==> config.mk <==
export PLATFORM = sky130hd
export DESIGN_NAME = ads1672_frame_reader
export DESIGN_NICKNAME = d
export VERILOG_FILES = /design/src/rtl/ads1672_pkg.sv /design/src/rtl/sync_2ff.sv /design/src/rtl/ads1672_frame_reader.sv
export SDC_FILE = /design/constraint.sdc
export NUM_CORES = 1
export LEC_CHECK = 0
export BUFFER_PORTS_ARGS = -buffer_cell sky130_fd_sc_hd__clkbuf_2
export CORE_ASPECT_RATIO = 2
export CORE_UTILIZATION = 60
export CTS_CLUSTER_SIZE = 20
export DETAILED_ROUTE_END_ITERATION = 10
export GPL_TIMING_DRIVEN = 1
export MAX_ROUTING_LAYER = met4
export PLACE_DENSITY = 0.9
export SLEW_MARGIN = 30
export SYNTH_ARGS = -nofsm -noshare
export SYNTH_HDL_FRONTEND = slang
export SYNTH_SLANG_ARGS = --single-unit
==> constraint.sdc <==
create_clock -name clk -period 3.85 [get_ports clk]
set_input_delay 0.77 -clock clk [delete_from_list [all_inputs] [get_ports clk]]
set_output_delay 0.77 -clock clk [all_outputs]
set_load 0.005 [all_outputs]
==> src/rtl/ads1672_pkg.sv <==
// Shared types and ADS1672 default parameters for the frame reader.
package ads1672_pkg;

  localparam int unsigned ADS_DATA_WIDTH = 24;
  localparam int unsigned ADS_SCLK_HALF  = 4;

  typedef enum logic [1:0] {
    ST_IDLE  = 2'd0,
    ST_SHIFT = 2'd1,
    ST_DONE  = 2'd2
  } state_e;

endpackage

==> src/rtl/sync_2ff.sv <==
// Width-parameterized two-flop synchronizer with a configurable reset value.
module sync_2ff #(
  parameter int unsigned          WIDTH   = 1,
  parameter logic [WIDTH-1:0]     RST_VAL = '0
) (
  input  logic             clk,
  input  logic             rst_n,
  input  logic [WIDTH-1:0] d_i,
  output logic [WIDTH-1:0] q_o
);

  logic [WIDTH-1:0] meta_q;
  logic [WIDTH-1:0] sync_q;

  // Two-stage capture of the asynchronous input.
  always_ff @(posedge clk or negedge rst_n) begin
    if (!rst_n) begin
      meta_q <= RST_VAL;
      sync_q <= RST_VAL;
    end else begin
      meta_q <= d_i;
      sync_q <= meta_q;
    end
  end

  assign q_o = sync_q;

endmodule

==> src/rtl/ads1672_frame_reader.sv <==
// Reads one serial conversion frame from an ADS1672 per DRDY falling edge
// and presents it on a valid/ready sample port with sticky overrun.
module ads1672_frame_reader
  import ads1672_pkg::*;
#(
  parameter int unsigned DATA_WIDTH = ADS_DATA_WIDTH,
  parameter int unsigned SCLK_HALF  = ADS_SCLK_HALF
) (
  input  logic                  clk,
  input  logic                  rst_n,
  input  logic                  enable,
  input  logic                  drdy_n,
  input  logic                  dout,
  output logic                  sclk,
  output logic [DATA_WIDTH-1:0] sample,
  output logic                  sample_valid,
  input  logic                  sample_ready,
  output logic                  overrun,
  output logic                  busy
);

  localparam int unsigned CNT_W = $clog2(DATA_WIDTH + 1);
  localparam int unsigned DIV_W = (SCLK_HALF > 1) ? $clog2(SCLK_HALF) : 1;

  logic drdy_s;
  logic dout_s;
  logic drdy_prev_q;
  logic drdy_fall;
  logic tick;

  state_e                state_q, state_d;
  logic [DIV_W-1:0]      div_q, div_d;
  logic [CNT_W-1:0]      bit_cnt_q, bit_cnt_d;
  logic                  sclk_q, sclk_d;
  logic [DATA_WIDTH-1:0] shreg_q, shreg_d;
  logic [DATA_WIDTH-1:0] sample_q, sample_d;
  logic                  valid_q, valid_d;
  logic                  overrun_q, overrun_d;
  logic                  busy_q;

  sync_2ff #(.WIDTH(1), .RST_VAL(1'b1)) u_sync_drdy (
    .clk   (clk),
    .rst_n (rst_n),
    .d_i   (drdy_n),
    .q_o   (drdy_s)
  );

  sync_2ff #(.WIDTH(1), .RST_VAL(1'b0)) u_sync_dout (
    .clk   (clk),
    .rst_n (rst_n),
    .d_i   (dout),
    .q_o   (dout_s)
  );

  assign drdy_fall = drdy_prev_q & ~drdy_s;
  assign tick      = (div_q == DIV_W'(SCLK_HALF - 1));

  // State register.
  always_ff @(posedge clk or negedge rst_n) begin
    if (!rst_n) begin
      state_q <= ST_IDLE;
    end else begin
      state_q <= state_d;
    end
  end

  // Next-state: start on a qualified DRDY edge, finish after the last captured bit.
  always_comb begin
    state_d = state_q;
    unique case (state_q)
      ST_IDLE: begin
        if (drdy_fall && enable) state_d = ST_SHIFT;
      end
      ST_SHIFT: begin
        if (tick && sclk_q && (bit_cnt_q == CNT_W'(DATA_WIDTH - 1))) state_d = ST_DONE;
      end
      ST_DONE: begin
        state_d = ST_IDLE;
      end
      default: begin
        state_d = ST_IDLE;
      end
    endcase
  end

  // Datapath next values: SCLK divider, bit capture on falling SCLK, sample handoff.
  always_comb begin
    div_d     = div_q;
    bit_cnt_d = bit_cnt_q;
    sclk_d    = sclk_q;
    shreg_d   = shreg_q;
    sample_d  = sample_q;
    valid_d   = valid_q;
    overrun_d = overrun_q;

    if (valid_q && sample_ready) valid_d = 1'b0;

    unique case (state_q)
      ST_IDLE: begin
        div_d     = '0;
        bit_cnt_d = '0;
        sclk_d    = 1'b0;
      end
      ST_SHIFT: begin
        if (tick) begin
          div_d  = '0;
          sclk_d = ~sclk_q;
          if (sclk_q) begin
            shreg_d   = {shreg_q[DATA_WIDTH-2:0], dout_s};
            bit_cnt_d = bit_cnt_q + CNT_W'(1);
          end
        end else begin
          div_d = div_q + DIV_W'(1);
        end
      end
      ST_DONE: begin
        div_d  = '0;
        sclk_d = 1'b0;
        if (!valid_q || sample_ready) begin
          sample_d = shreg_q;
          valid_d  = 1'b1;
        end else begin
          overrun_d = 1'b1;
        end
      end
      default: begin
        sclk_d = 1'b0;
      end
    endcase
  end

  // Datapath and output registers.
  always_ff @(posedge clk or negedge rst_n) begin
    if (!rst_n) begin
      drdy_prev_q <= 1'b1;
      div_q       <= '0;
      bit_cnt_q   <= '0;
      sclk_q      <= 1'b0;
      shreg_q     <= '0;
      sample_q    <= '0;
      valid_q     <= 1'b0;
      overrun_q   <= 1'b0;
      busy_q      <= 1'b0;
    end else begin
      drdy_prev_q <= drdy_s;
      div_q       <= div_d;
      bit_cnt_q   <= bit_cnt_d;
      sclk_q      <= sclk_d;
      shreg_q     <= shreg_d;
      sample_q    <= sample_d;
      valid_q     <= valid_d;
      overrun_q   <= overrun_d;
      busy_q      <= (state_d != ST_IDLE);
    end
  end

  assign sclk         = sclk_q;
  assign sample       = sample_q;
  assign sample_valid = valid_q;
  assign overrun      = overrun_q;
  assign busy         = busy_q;

endmodule
* Word level (Yosys, flattened, before mapping) *
Index checks and enable logic that the tools add are counted.

word-level totals
  input port bits = 6
  bits in registers = 66
  word-level logic and storage cells = 54
  output and inout port bits = 28

cells by class
  bitwise gates (word level) = 4
  multiplexer cells = 13
  add/sub/neg operators = 2
  reductions and logical operators = 15
  equality and inequality tests = 6

operator list
  operator               number
  $mux W5                2
  $pmux W5 S2            1
  $pmux W2 S2            2
  $mux W2                3
  $reduce_and A3 Y1      2
  $reduce_bool A2 Y1     3
  $add A5 B1 Y5 const B  1
  $eq A5 B5 Y1 const B   1
  $mux W1                5
  $eq A2 B2 Y1 const B   2
  $logic_and A1 B1 Y1    4
  $ne A2 B2 Y1 const B   2
  $reduce_and A2 Y1      2
  $not A1 Y1             3
  $add A2 B1 Y2 const B  1
  $eq A2 B1 Y1 const B   1
  $logic_not A2 Y1       1
  $reduce_or A2 Y1       1
  $and A1 B1 Y1          1
  $logic_not A1 Y1       1
  $logic_or A1 B1 Y1     1

* Logic depth before layout (Yosys ltp) *
  depth in word-level cells = 6
  depth in mapped cells = 6
  depth with buffers taken out = 4

* By module *
A second synthesis with hierarchy kept.

second synthesis, totals
  cell total of the unflattened synthesis = 166
  area, all modules = 2590.0 µm²

by module, submodules not included
  module                  cells each  times used  sequential area each (µm²)  area an instance (µm²)
  ads1672_frame_reader    162         1           1552.7                      2487.4
  sync_2ff (u_sync_drdy)  2           1           52.6                        52.6
  sync_2ff (u_sync_dout)  2           1           50.0                        50.0

* Worst setup path before layout *
Ideal clock, no wire load.

  kind = in2reg
  start point = input port sample_ready
  end point = register sample_q[0] (netlist: sample[0])
  cell stages on the path = 4
  arrival time = 1.686 ns
  path buffers = 1
  data required time = 3.725 ns
  path slack = 2.039 ns
  library setup time = 0.125 ns
  path through = nand2b_1 -> nand3b_1 -> buf_2 -> mux2_2

on the way
  cells in the longest elaborated chain, start to end = 2

ends and longest elaborated chain
  element                             line                         text
  from (decl)                         ads1672_frame_reader.sv:17   input logic sample_ready,
  $logic_or A1 B1 Y1                  ads1672_frame_reader.sv:119  if (!valid_q || sample_ready) begin
  $reduce_and A2 Y1 (no source line)  -
  to (signal assigned)                ads1672_frame_reader.sv:150  sample_q <= sample_d;
  to (decl)                           ads1672_frame_reader.sv:36   logic [DATA_WIDTH-1:0] sample_q, sample_d;

Every way passes these cells.
A chain may end at the register's enable or synchronous reset.

* Final worst setup path *
  start point = register div_q[0]
  end point = register shreg_q[0]

on the way
  cells in the longest elaborated chain, start to end = 2

ends and longest elaborated chain
  element                             line                         text
  from (decl)                         ads1672_frame_reader.sv:32   logic [DIV_W-1:0] div_q, div_d;
  from (signal assigned)              ads1672_frame_reader.sv:146  div_q <= div_d;
  $eq A2 B2 Y1                        ads1672_frame_reader.sv:56   assign tick = (div_q == DIV_W'(SCLK_HALF - 1));
  $reduce_and A3 Y1 (no source line)  -
  to (signal assigned)                ads1672_frame_reader.sv:149  shreg_q <= shreg_d;
  to (decl)                           ads1672_frame_reader.sv:35   logic [DATA_WIDTH-1:0] shreg_q, shreg_d;

Every way passes these cells.

==> impl_metrics.xml <==
<?xml version="1.0" encoding="UTF-8"?>
<metrics>
  <group name="run_status">
    <metric name="run_status" unit="">finished, final reports clean</metric>
  </group>
  <group name="global_routing">
    <metric name="first_global_vias" unit="">1587</metric>
    <metric name="grt.met1_usage" unit="">0.257</metric>
    <metric name="globalRouteTotalUtil" unit="">0.239</metric>
    <metric name="met3_usage_in_global_routing" unit="">0.0548</metric>
    <metric name="global_route_wire_length_before_repair" unit="µm">7670</metric>
    <metric name="grt_most_used_layer" unit="">met2</metric>
    <metric name="use_met2" unit="">0.396</metric>
    <metric name="grt_overflow_total" unit="">0</metric>
    <metric name="grt_antenna_before_repair" unit="">0</metric>
    <metric name="grt_max_degree" unit="">47</metric>
  </group>
  <group name="route">
    <metric name="initialDrtViolationCount" unit="">45</metric>
    <metric name="via_count_of_the_routed_design" unit="">1460</metric>
    <metric name="drt.antenna.violating_nets" unit="">0</metric>
    <metric name="finalWirelength" unit="µm">4550</metric>
    <metric name="drt-wirelength-per-cell" unit="µm">17.3</metric>
    <metric name="drt_pass1_iterations" unit="">5</metric>
    <metric name="vias_cell" unit="">5.55</metric>
    <metric name="drt_drc_violations_left" unit="">0</metric>
  </group>
  <group name="worst_setup_path">
    <metric name="worstPathArrival" unit="ps">2410</metric>
    <metric name="worst_ep_required_time" unit="ps">4060</metric>
    <metric name="cp-end-kind" unit="">register</metric>
    <metric name="critical_path.cell_chain" unit="">ha_1, nand2_1, or2_1, buf_4, mux2_1</metric>
    <metric name="worst-path-max-fanout" unit="">18</metric>
    <metric name="worst_path_max_delay_cell" unit="">sky130_fd_sc_hd__or2_1</metric>
    <metric name="timing.setup.critical_path_class" unit="">reg -&gt; reg</metric>
    <metric name="timing.critical_path.from_type" unit="">register</metric>
    <metric name="critical_path.max_stage_delay" unit="ps">440</metric>
  </group>
  <group name="layout">
    <metric name="drive_above_1_share" unit="">0.455</metric>
    <metric name="area.growth.synth_to_final" unit="%">16.4</metric>
    <metric name="final_nets" unit="">214</metric>
    <metric name="seq_area" unit="µm²">1660</metric>
    <metric name="area_occupied_by_multi_input_gates" unit="µm²">871</metric>
    <metric name="fill_cells" unit="">257</metric>
    <metric name="diodes" unit="">0</metric>
  </group>
  <group name="yosys">
    <metric name="synth-main-ff-cell" unit="">sky130_fd_sc_hd__dfrtp_1</metric>
    <metric name="syn-mean-instance-area" unit="µm²">15.6</metric>
    <metric name="yosys.area.top_type" unit="">sky130_fd_sc_hd__dfrtp_1</metric>
    <metric name="synth_nets" unit="">174</metric>
    <metric name="fraction_of_synthesized_cell_area_taken_by_the_top_area_cell_type" unit="">0.609</metric>
    <metric name="netlist_top_cells_count" unit="">sky130_fd_sc_hd__dfrtp_1, sky130_fd_sc_hd__mux2_2, sky130_fd_sc_hd__mux2_4</metric>
    <metric name="postSynthRegisterBits" unit="">66</metric>
    <metric name="yosysWarnings" unit="">0</metric>
    <metric name="yosys.cell_count.top_type" unit="">sky130_fd_sc_hd__dfrtp_1</metric>
    <metric name="number_of_enable_flip_flop_cells_after_synthesis" unit="">0</metric>
    <metric name="synth_cell_types" unit="">32</metric>
    <metric name="mappedNetlistArea" unit="µm²">2590</metric>
    <metric name="synth_sequential_area_ratio" unit="">0.639</metric>
    <metric name="synth.area.top_cells" unit="">sky130_fd_sc_hd__dfrtp_1, sky130_fd_sc_hd__mux2_4, sky130_fd_sc_hd__mux2_2</metric>
    <metric name="share_of_synthesized_flip_flops_with_an_asynchronous_set_or_reset" unit="">1.00</metric>
    <metric name="synthCells" unit="">166</metric>
  </group>
  <group name="cts">
    <metric name="clkSinkCount" unit="">66</metric>
    <metric name="cts_buffer_depth" unit="">2</metric>
    <metric name="cts-htree-levels" unit="">3</metric>
    <metric name="cts-hold-fix-buffers" unit="">0</metric>
    <metric name="post_cts_buffers" unit="">0</metric>
    <metric name="root_buffer" unit="">sky130_fd_sc_hd__clkbuf_8</metric>
    <metric name="tritoncts" unit="">built</metric>
    <metric name="worst_skew_pair.late_latency" unit="ps">330</metric>
    <metric name="tritoncts.num_buffers" unit="">9</metric>
    <metric name="path_clk_slew" unit="ps">60</metric>
    <metric name="cts.repair.resized" unit="">0</metric>
  </group>
  <group name="die">
    <metric name="die_height" unit="µm">94.9</metric>
    <metric name="standard_cell_rows" unit="">33</metric>
    <metric name="fp.dieArea" unit="µm²">4600</metric>
    <metric name="num_io_pins" unit="">34</metric>
    <metric name="horizontal_die_dimension" unit="µm">48.5</metric>
    <metric name="effective_utilization_at_floorplan" unit="">0.627</metric>
    <metric name="coreArea" unit="µm²">4130</metric>
  </group>
  <group name="placement">
    <metric name="preCtsSetupSlack" unit="ps">1710</metric>
    <metric name="numPortBuffers" unit="">33</metric>
    <metric name="place.detailed.hpwl" unit="µm">3040</metric>
    <metric name="gpl.final_weighted_congestion" unit="">0.841</metric>
  </group>
  <group name="sta">
    <metric name="skew" unit="ps">5.09</metric>
    <metric name="finalWorstPathRequiredPeriod" unit="ps">2210</metric>
    <metric name="endpoints_failing_setup" unit="">0</metric>
    <metric name="unrepaired_setup_endpoints_after_global_routing" unit="">false</metric>
    <metric name="report.final.slew_viol_count" unit="">0</metric>
    <metric name="totalNegativeSetupSlack" unit="ps">0</metric>
    <metric name="worst_slew_margin_relative_to_its_limit" unit="">0.604</metric>
    <metric name="finalWorstSetupSlack" unit="ps">1640</metric>
    <metric name="layout_worst_path_cycle_share" unit="">0.573</metric>
    <metric name="hold_viol_final" unit="">0</metric>
    <metric name="max_slew.worst_pin.slew" unit="ps">594</metric>
    <metric name="max_clock_freq" unit="GHz">0.453</metric>
  </group>
  <group name="power">
    <metric name="power_density" unit="nW/µm²">553</metric>
    <metric name="vdd_ir_drop_max" unit="mV">0.457</metric>
    <metric name="static-leakage-power" unit="nW">1.59</metric>
  </group>
  <group name="run">
    <metric name="max-cap-violations" unit="">0</metric>
  </group>
  <group name="hold_path">
    <metric name="worstHoldPathType" unit="">reg -&gt; reg</metric>
  </group>
</metrics>
[per-stage QoR]
| stage | cells | total power [mW] | hold WS, ps | cell area [µm²] | util |
|---|---|---|---|---|---|
| floorplan | 166 | 0.977 | 331 | 2590 | - |
| global placement | 247 | 1.01 | 333 | 2790 | 0.677 |
| detailed placement | 247 | 1.04 | 347 | 2800 | 0.677 |
| CTS | 263 | 1.68 | 356 | 3010 | 0.730 |
| global route | 263 | 1.74 | 359 | 3010 | 0.730 |
| finish | 263 | 1.67 | 356 | 3010 | 0.730 |
[cell families (layout without fill, tap and decap cells)]
family                   after synthesis  after routing  share of synthesized area
AND/OR/NAND/NOR                       21             21                     0.0483
multiplexers                          49             49                      0.239
adder cells (fa/ha/maj)                2              2                    0.00966
XOR/XNOR                               1              1                    0.00338
AO/OA/AOI/OAI                         16             16                     0.0362
buffers and inverters                 11             56                     0.0246
flip-flops                            66             66                      0.639
[layer usage]
metal  vias up  share of wire
li1        661              -
met1       745           0.40
met2        44           0.54
met3        10          0.034
met4         0          0.028
met5         -              0
[power by group]
| part | switching [mW] | total (mW) | internal (mW) |
|---|---|---|---|
| combinational | 0.125 | 0.225 | 0.100 |
| sequential | 0.0588 | 0.817 | 0.758 |
| clock | 0.248 | 0.625 | 0.377 |
[flip-flops by register name, indices dropped and copies added (netlist names)]
name                cells
bit_cnt_q               5
busy                    1
div_q                   2
drdy_prev_q             1
overrun                 1
sample                 24
sample_valid            1
sclk                    1
shreg_q                24
state_q                 2
u_sync_dout.meta_q      1
u_sync_dout.q_o         1
u_sync_drdy.meta_q      1
u_sync_drdy.q_o         1
[layout make-up]
type                    instances  area share
flip-flops and latches         66       0.549
multi-input cells              89       0.289
repair buffers                 36      0.0631
clock buffers                  10      0.0457
clock inverters                 6      0.0266
well taps                      52      0.0216
inverters                       4     0.00498
[path summary, 6_finish.rpt]
path	startpoint	endpoint	slack, ps	cells past startpoint
worst max register to register	div_q[0]	shreg_q[0]	1640	5
worst min register to register	u_sync_drdy.meta_q	u_sync_drdy.q_o	360	0
max in group asynchronous	rst_n	sample[16]	2690	2
min in group asynchronous	rst_n	busy	460	1
worst min-delay path	u_sync_drdy.meta_q	u_sync_drdy.q_o	360	0
worst max-delay path	div_q[0]	shreg_q[0]	1640	5
[worst max-delay path, delay by kind of cell, from the launching register on]
kind          cells  cell delay [ps]
fa+ha+maj         1              290
buf+inv           1              400
flops             1              400
mux               1              380
simple gates      2              600
[cell usage in the layout (no fill, tap or decap)]
cell type / instances
sky130_fd_sc_hd__a211oi_1: 1
sky130_fd_sc_hd__a21boi_1: 1
sky130_fd_sc_hd__a21oi_1: 4
sky130_fd_sc_hd__a31oi_1: 1
sky130_fd_sc_hd__buf_4: 3
sky130_fd_sc_hd__bufinv_16: 2
sky130_fd_sc_hd__clkbuf_2: 32
sky130_fd_sc_hd__clkbuf_4: 1
sky130_fd_sc_hd__clkbuf_8: 10
sky130_fd_sc_hd__clkinv_2: 4
sky130_fd_sc_hd__dfrtp_1: 63
sky130_fd_sc_hd__dfstp_2: 3
sky130_fd_sc_hd__ha_1: 2
sky130_fd_sc_hd__inv_1: 4
sky130_fd_sc_hd__mux2_1: 8
sky130_fd_sc_hd__mux2_2: 22
sky130_fd_sc_hd__mux2_4: 18
sky130_fd_sc_hd__mux2i_1: 1
sky130_fd_sc_hd__nand2_1: 2
sky130_fd_sc_hd__nand2b_1: 3
sky130_fd_sc_hd__nand2b_4: 1
sky130_fd_sc_hd__nand3_1: 2
sky130_fd_sc_hd__nand3b_1: 1
sky130_fd_sc_hd__nor2_1: 3
sky130_fd_sc_hd__nor2b_1: 2
sky130_fd_sc_hd__nor3_1: 2
sky130_fd_sc_hd__nor4_1: 1
sky130_fd_sc_hd__o21ai_0: 4
sky130_fd_sc_hd__o21ai_1: 2
sky130_fd_sc_hd__o31ai_1: 3
sky130_fd_sc_hd__or2_1: 1
sky130_fd_sc_hd__or3_1: 1
sky130_fd_sc_hd__or4_1: 2
sky130_fd_sc_hd__xnor2_1: 1
No activity file was read; power rests on OpenSTA's default activity.
